<file path="src/rtl/ppu_pkg.sv">
// ppu_pkg: shared constants, FSM state type and forward-select helper for the PPU hazard logic
package ppu_pkg;

    localparam int RA_W_DEF   = 4;
    localparam int PC_REG_DEF = 15;
    localparam int CNT_W_DEF  = 16;

    localparam logic [1:0] FWD_RF  = 2'b00;
    localparam logic [1:0] FWD_EX  = 2'b01;
    localparam logic [1:0] FWD_MEM = 2'b10;
    localparam logic [1:0] FWD_WB  = 2'b11;

    typedef enum logic {RUN, STALL} hz_state_t;

    // youngest producer wins; a load still in EX has no data yet, so it is skipped
    function automatic logic [1:0] fwd_sel(input logic [2:0] hit, input logic ex_load);
        return (hit[0] && !ex_load) ? FWD_EX : hit[1] ? FWD_MEM : hit[2] ? FWD_WB : FWD_RF;
    endfunction

endpackage

</file>
<file path="src/rtl/hazard_scoreboard.sv">
// hazard_scoreboard: EX/MEM/WB destination tracker with per-operand match vectors (bit0 EX, bit1 MEM, bit2 WB)
module hazard_scoreboard
    import ppu_pkg::*;
#(
    parameter int RA_W   = RA_W_DEF,
    parameter int PC_REG = PC_REG_DEF
) (
    input  logic            clk,
    input  logic            reset,
    input  logic            ent_valid,
    input  logic [RA_W-1:0] ent_rd,
    input  logic            ent_rf_en,
    input  logic            ent_load,
    input  logic [RA_W-1:0] src_a,
    input  logic [RA_W-1:0] src_b,
    input  logic [RA_W-1:0] src_c,
    input  logic            use_a,
    input  logic            use_b,
    input  logic            use_c,
    output logic [2:0]      hit_a,
    output logic [2:0]      hit_b,
    output logic [2:0]      hit_c,
    output logic            ex_load
);

    typedef struct packed {
        logic            valid;
        logic [RA_W-1:0] rd;
        logic            rf_en;
        logic            load;
    } entry_t;

    entry_t       ent;
    entry_t [2:0] stg;

    assign ent     = '{valid: ent_valid, rd: ent_rd, rf_en: ent_rf_en, load: ent_load};
    assign ex_load = stg[0].load;

    // PC reads come from the fetch path, so the PC register never matches
    function automatic logic hit(input logic en, input logic [RA_W-1:0] src, input entry_t e);
        return en && e.valid && e.rf_en && (src == e.rd) && (src != RA_W'(PC_REG));
    endfunction

    // advance the in-flight entries one stage per clock: ID -> EX -> MEM -> WB
    always_ff @(posedge clk or posedge reset)
        if (reset) stg <= '0;
        else       stg <= {stg[1:0], ent};

    // per-stage match of each source operand
    always_comb
        for (int i = 0; i < 3; i++) begin
            hit_a[i] = hit(use_a, src_a, stg[i]);
            hit_b[i] = hit(use_b, src_b, stg[i]);
            hit_c[i] = hit(use_c, src_c, stg[i]);
        end

endmodule

</file>
<file path="src/rtl/hazard_fwd_ctrl.sv">
// hazard_fwd_ctrl: forwarding select, load-use stall and branch flush control; HAZ_PERF_CNT_EN adds perf counters
module hazard_fwd_ctrl
    import ppu_pkg::*;
#(
    parameter int RA_W   = RA_W_DEF,
    parameter int PC_REG = PC_REG_DEF,
    parameter int CNT_W  = CNT_W_DEF
) (
    input  logic             clk,
    input  logic             reset,
    input  logic             id_valid,
    input  logic [RA_W-1:0]  id_rn,
    input  logic [RA_W-1:0]  id_rm,
    input  logic [RA_W-1:0]  id_rd,
    input  logic             id_use_rn,
    input  logic             id_use_rm,
    input  logic             id_use_rd,
    input  logic             id_rf_en,
    input  logic             id_load,
    input  logic             branch_taken,
    output logic             pc_ld,
    output logic             ifid_ld,
    output logic             ifid_flush,
    output logic             idex_nop,
    output logic [1:0]       fwd_a,
    output logic [1:0]       fwd_b,
    output logic [1:0]       fwd_c,
    output logic [CNT_W-1:0] stall_cnt,
    output logic [CNT_W-1:0] flush_cnt
);

    hz_state_t  state, state_nxt;
    logic [2:0] hit_a, hit_b, hit_c;
    logic       ex_load, hazard, stall;

    hazard_scoreboard #(.RA_W(RA_W), .PC_REG(PC_REG)) u_sb (
        .clk       (clk),
        .reset     (reset),
        .ent_valid (id_valid & ~idex_nop),
        .ent_rd    (id_rd),
        .ent_rf_en (id_rf_en),
        .ent_load  (id_load),
        .src_a     (id_rn),
        .src_b     (id_rm),
        .src_c     (id_rd),
        .use_a     (id_use_rn),
        .use_b     (id_use_rm),
        .use_c     (id_use_rd),
        .hit_a     (hit_a),
        .hit_b     (hit_b),
        .hit_c     (hit_c),
        .ex_load   (ex_load)
    );

    // any read operand depending on a load still in EX; bubbles never stall
    assign hazard = id_valid & ex_load & (hit_a[0] | hit_b[0] | hit_c[0]);

    // state register
    always_ff @(posedge clk or posedge reset)
        if (reset) state <= RUN;
        else       state <= state_nxt;

    // one stall cycle per load-use, after which the load data sits in MEM
    always_comb
        state_nxt = (state == RUN && hazard) ? STALL : RUN;

    // pipeline enables, NOP insert, flush and forward selects; stall masks the branch flush
    always_comb begin
        stall      = ~reset & (state == RUN) & hazard;
        pc_ld      = ~stall;
        ifid_ld    = ~stall;
        idex_nop   = stall;
        ifid_flush = ~reset & branch_taken & ~stall;
        fwd_a      = fwd_sel(hit_a, ex_load);
        fwd_b      = fwd_sel(hit_b, ex_load);
        fwd_c      = fwd_sel(hit_c, ex_load);
    end

`ifdef HAZ_PERF_CNT_EN
    // saturating stall and flush cycle counters
    always_ff @(posedge clk or posedge reset)
        if (reset) begin
            stall_cnt <= '0;
            flush_cnt <= '0;
        end else begin
            if (idex_nop && stall_cnt != '1)   stall_cnt <= stall_cnt + CNT_W'(1);
            if (ifid_flush && flush_cnt != '1) flush_cnt <= flush_cnt + CNT_W'(1);
        end
`else
    assign stall_cnt = '0;
    assign flush_cnt = '0;
`endif

endmodule
</file>
<file path="config.mk">
export PLATFORM = sky130hd
export DESIGN_NAME = hazard_fwd_ctrl
export DESIGN_NICKNAME = d
export VERILOG_FILES = /design/src/rtl/ppu_pkg.sv /design/src/rtl/hazard_scoreboard.sv /design/src/rtl/hazard_fwd_ctrl.sv
export SDC_FILE = /design/constraint.sdc
export NUM_CORES = 1
export LEC_CHECK = 0
export CAP_MARGIN = 40
export CELL_PAD_IN_SITES_DETAIL_PLACEMENT = 1
export CELL_PAD_IN_SITES_GLOBAL_PLACEMENT = 1
export CORE_UTILIZATION = 33
export CTS_CLUSTER_SIZE = 40
export DETAILED_ROUTE_END_ITERATION = 10
export PLACE_DENSITY = 0.94
export SYNTH_ARGS = -nofsm -noshare
export SYNTH_HDL_FRONTEND = slang
export SYNTH_SLANG_ARGS = --single-unit
</file>
<file path="constraint.sdc">
create_clock -name clk -period 5.9 [get_ports clk]
set_input_delay 1.475 -clock clk [delete_from_list [all_inputs] [get_ports clk]]
set_output_delay 1.475 -clock clk [all_outputs]
set_load 0.05 [all_outputs]
</file>
==> impl_metrics.tcl <==
set metrics [dict create \
    place.gp.congestion 0.842 \
    power_per_cell_area_nw_per_um2 234 \
    root_buffer "clkbuf_8" \
    core-area_um2 4030 \
    critPathKind "in -> out" \
    netlist_area_um2 1400 \
    clk_pin_slew_ps 70 \
    r2r-end "u_sb.stg[6]" \
    rows 23 \
    static-leakage-power_nw 0.681 \
    cts_buffer_depth 2 \
    ios 63 \
    synth-edff-count 0 \
    wl_per_cell_um 14.4 \
    peakVddDrop_mv 0.108 \
    drt_iter0_drc 27 \
    cts_buffers 3 \
    grt_max_degree 21 \
    placed_cells 222 \
    cts_resized 0 \
    num_vias 1009 \
    drv_cap 0 \
    crit_start "id_rd[0]" \
    htree_num_levels 1 \
    min-delay-start "u_sb.stg[8]" \
    r2r_setup_slack_ps 4240 \
    cts_setup_buffers 0 \
    ff2ff_path_depth 5 \
    outcome "finished clean" \
    yosysWarnings 0 \
    hpwlAfterDp_mm 2.63 \
    postRouteAntennaNets 0 \
    cp_max_fo 5 \
    ctsHoldBuffers 0 \
    final_nets 198 \
    min_to "u_sb.stg[15]" \
    worstMarginPinSlew_ps 527 \
    worst_setup_path_start_kind "primary input" \
    dieArea_um2 4510 \
    finalWirelength_mm 3.25 \
    finalMaxSlewViolations 0 \
    finClkSkew_ps 1.24 \
    cts_tree "built" \
    period_needed_ps 5530 \
    whs_ps 394 \
    max_freq_mhz 181 \
    grt.total_usage 0.161 \
    cp_data_required_time_ps 4430 \
    ys_types 22 \
    num_antenna_cells 0 \
    rr_startpoint "u_sb.stg[2]" \
    drc 0 \
    syn_inst 143 \
    slew_headroom 0.648 \
    instances_no_fill 226 \
    die_x_um 67.1 \
    first_pass_iters 4 \
    via_per_inst 4.46 \
    ys_seq_area_frac 0.357 \
    clk_latency_ps 260 \
    synthArstFlopShare 1.00 \
    setup_viol 0 \
    initial_core_util 0.348 \
    grt_pass1_vias 1019 \
    fillCellCount 482 \
    hold_path.class "reg -> reg" \
    rsz0062_at_grt "no" \
    grt_pass1_wl_mm 5.10 \
    ys.flop_type "dfrtp_1" \
    finalCoreUtilization 0.425 \
    timing.final.crit_share 0.937 \
    ys_ff_latch 20 \
    grt_antenna_before_repair 0 \
    layout-drive-gt1-share 0.0455 \
    fin_area_um2 1710 \
    endpoint_kind "output pin" \
    timing_hold_violations_final 0 \
    clock_sinks 20 \
    hold_depth 0 \
    placed_area_um2 1640 \
    arrival_ps 4050 \
    die_h_um 67.1 \
    finalSetupTns_ps 0 \
    portBuffers 30 \
    grt_overflow_total 0 \
    area.growth.synth_to_final_pct 22.2 \
    synth_area_per_cell_um2 9.79 \
]
how the worst max path moves through the flow:
stage               cells after the start  slack (ps)       end
finish                                  7         370     pc_ld
global route                            7         250     pc_ld
CTS                                     7         360     pc_ld
detailed placement                      7         430   ifid_ld
global placement                        7         480   ifid_ld
floorplan                               5        1160  idex_nop
where the power goes:
group / switching, mW / leakage [nW] / total [mW] / internal [mW]
sequential: 0.00899 / 0.235 / 0.153 / 0.144
clock: 0.0471 / 0.0357 / 0.138 / 0.0907
combinational: 0.0779 / 0.410 / 0.110 / 0.0322
total: 0.134 / 0.681 / 0.401 / 0.267
sequential cells by signal (all words and copies together) (netlist names):
signal	flops
u_sb.ex_load	1
state	1
u_sb.stg	18
worst max-delay path, cell delays in order:
cell and delay [ps]:
clkdlybuf4s50_1 630, xnor2_1 160, nand3_1 140, nor4_4 350, o311ai_2 180, or3_1 380
clkdlybuf4s50_1 740
stage by stage:
step | power [mW] | setup WS, ps
3_5_place_dp | 0.265 | 428
5_1_grt | 0.419 | 245
6_report | 0.401 | 374
3_3_place_gp | 0.262 | 481
4_1_cts | 0.404 | 357
2_1_floorplan | 0.250 | 1160
synth_stat cells (all sizes together) (3+ instances only):
cell,n,area share
nand2,6,0.016
nand4,4,0.018
buf,33,0.18
nor3,3,0.011
xor2,8,0.050
dfrtp,20,0.36
nand3,10,0.036
inv,4,0.011
nor2,4,0.011
nor4,9,0.062
xnor2,28,0.18
logic make-up after synthesis:
logic type | share of synthesized area
AND/OR/NAND/NOR | 0.183
buffers and inverters | 0.188
XOR/XNOR | 0.225
flip-flops | 0.357
AO/OA/AOI/OAI | 0.0438
other | 0.00268
final cells by class:
cell class,instances,area [µm²],share of cell area
multi-input cells,117,753,0.440
flip-flops and latches,20,500,0.293
repair buffers,31,308,0.180
well taps,50,62.6,0.0366
clock buffers,3,41.3,0.0241
clock inverters,1,30.0,0.0176
inverters,4,15.0,0.00878
layout by cell type (no fill, tap or decap), types with 3 or more instances in the layout:
cell,count
clkbuf_8,3
clkdlybuf4s50_1,30
conb_1,32
dfrtp_1,20
inv_1,4
nand2_1,6
nand3_1,10
nand4_1,4
nor2_1,4
nor3_1,3
nor4_1,7
xnor2_1,28
xor2_1,8
metal layers:
| metal | global-route usage | part of all wire | routed length (µm) | vias up |
|---|---|---|---|---|
| met1 | 0.205 | 0.43 | 1400 | 485 |
| met2 | 0.263 | 0.50 | 1630 | 33 |
| met4 | 0.0718 | 0.018 | 58 | 0 |
| li1 | - | - | - | 486 |
| met5 | 0 | 0 | 0 | - |
| met3 | 0.0287 | 0.048 | 155 | 5 |
Power figures use the tool's default switching activity.
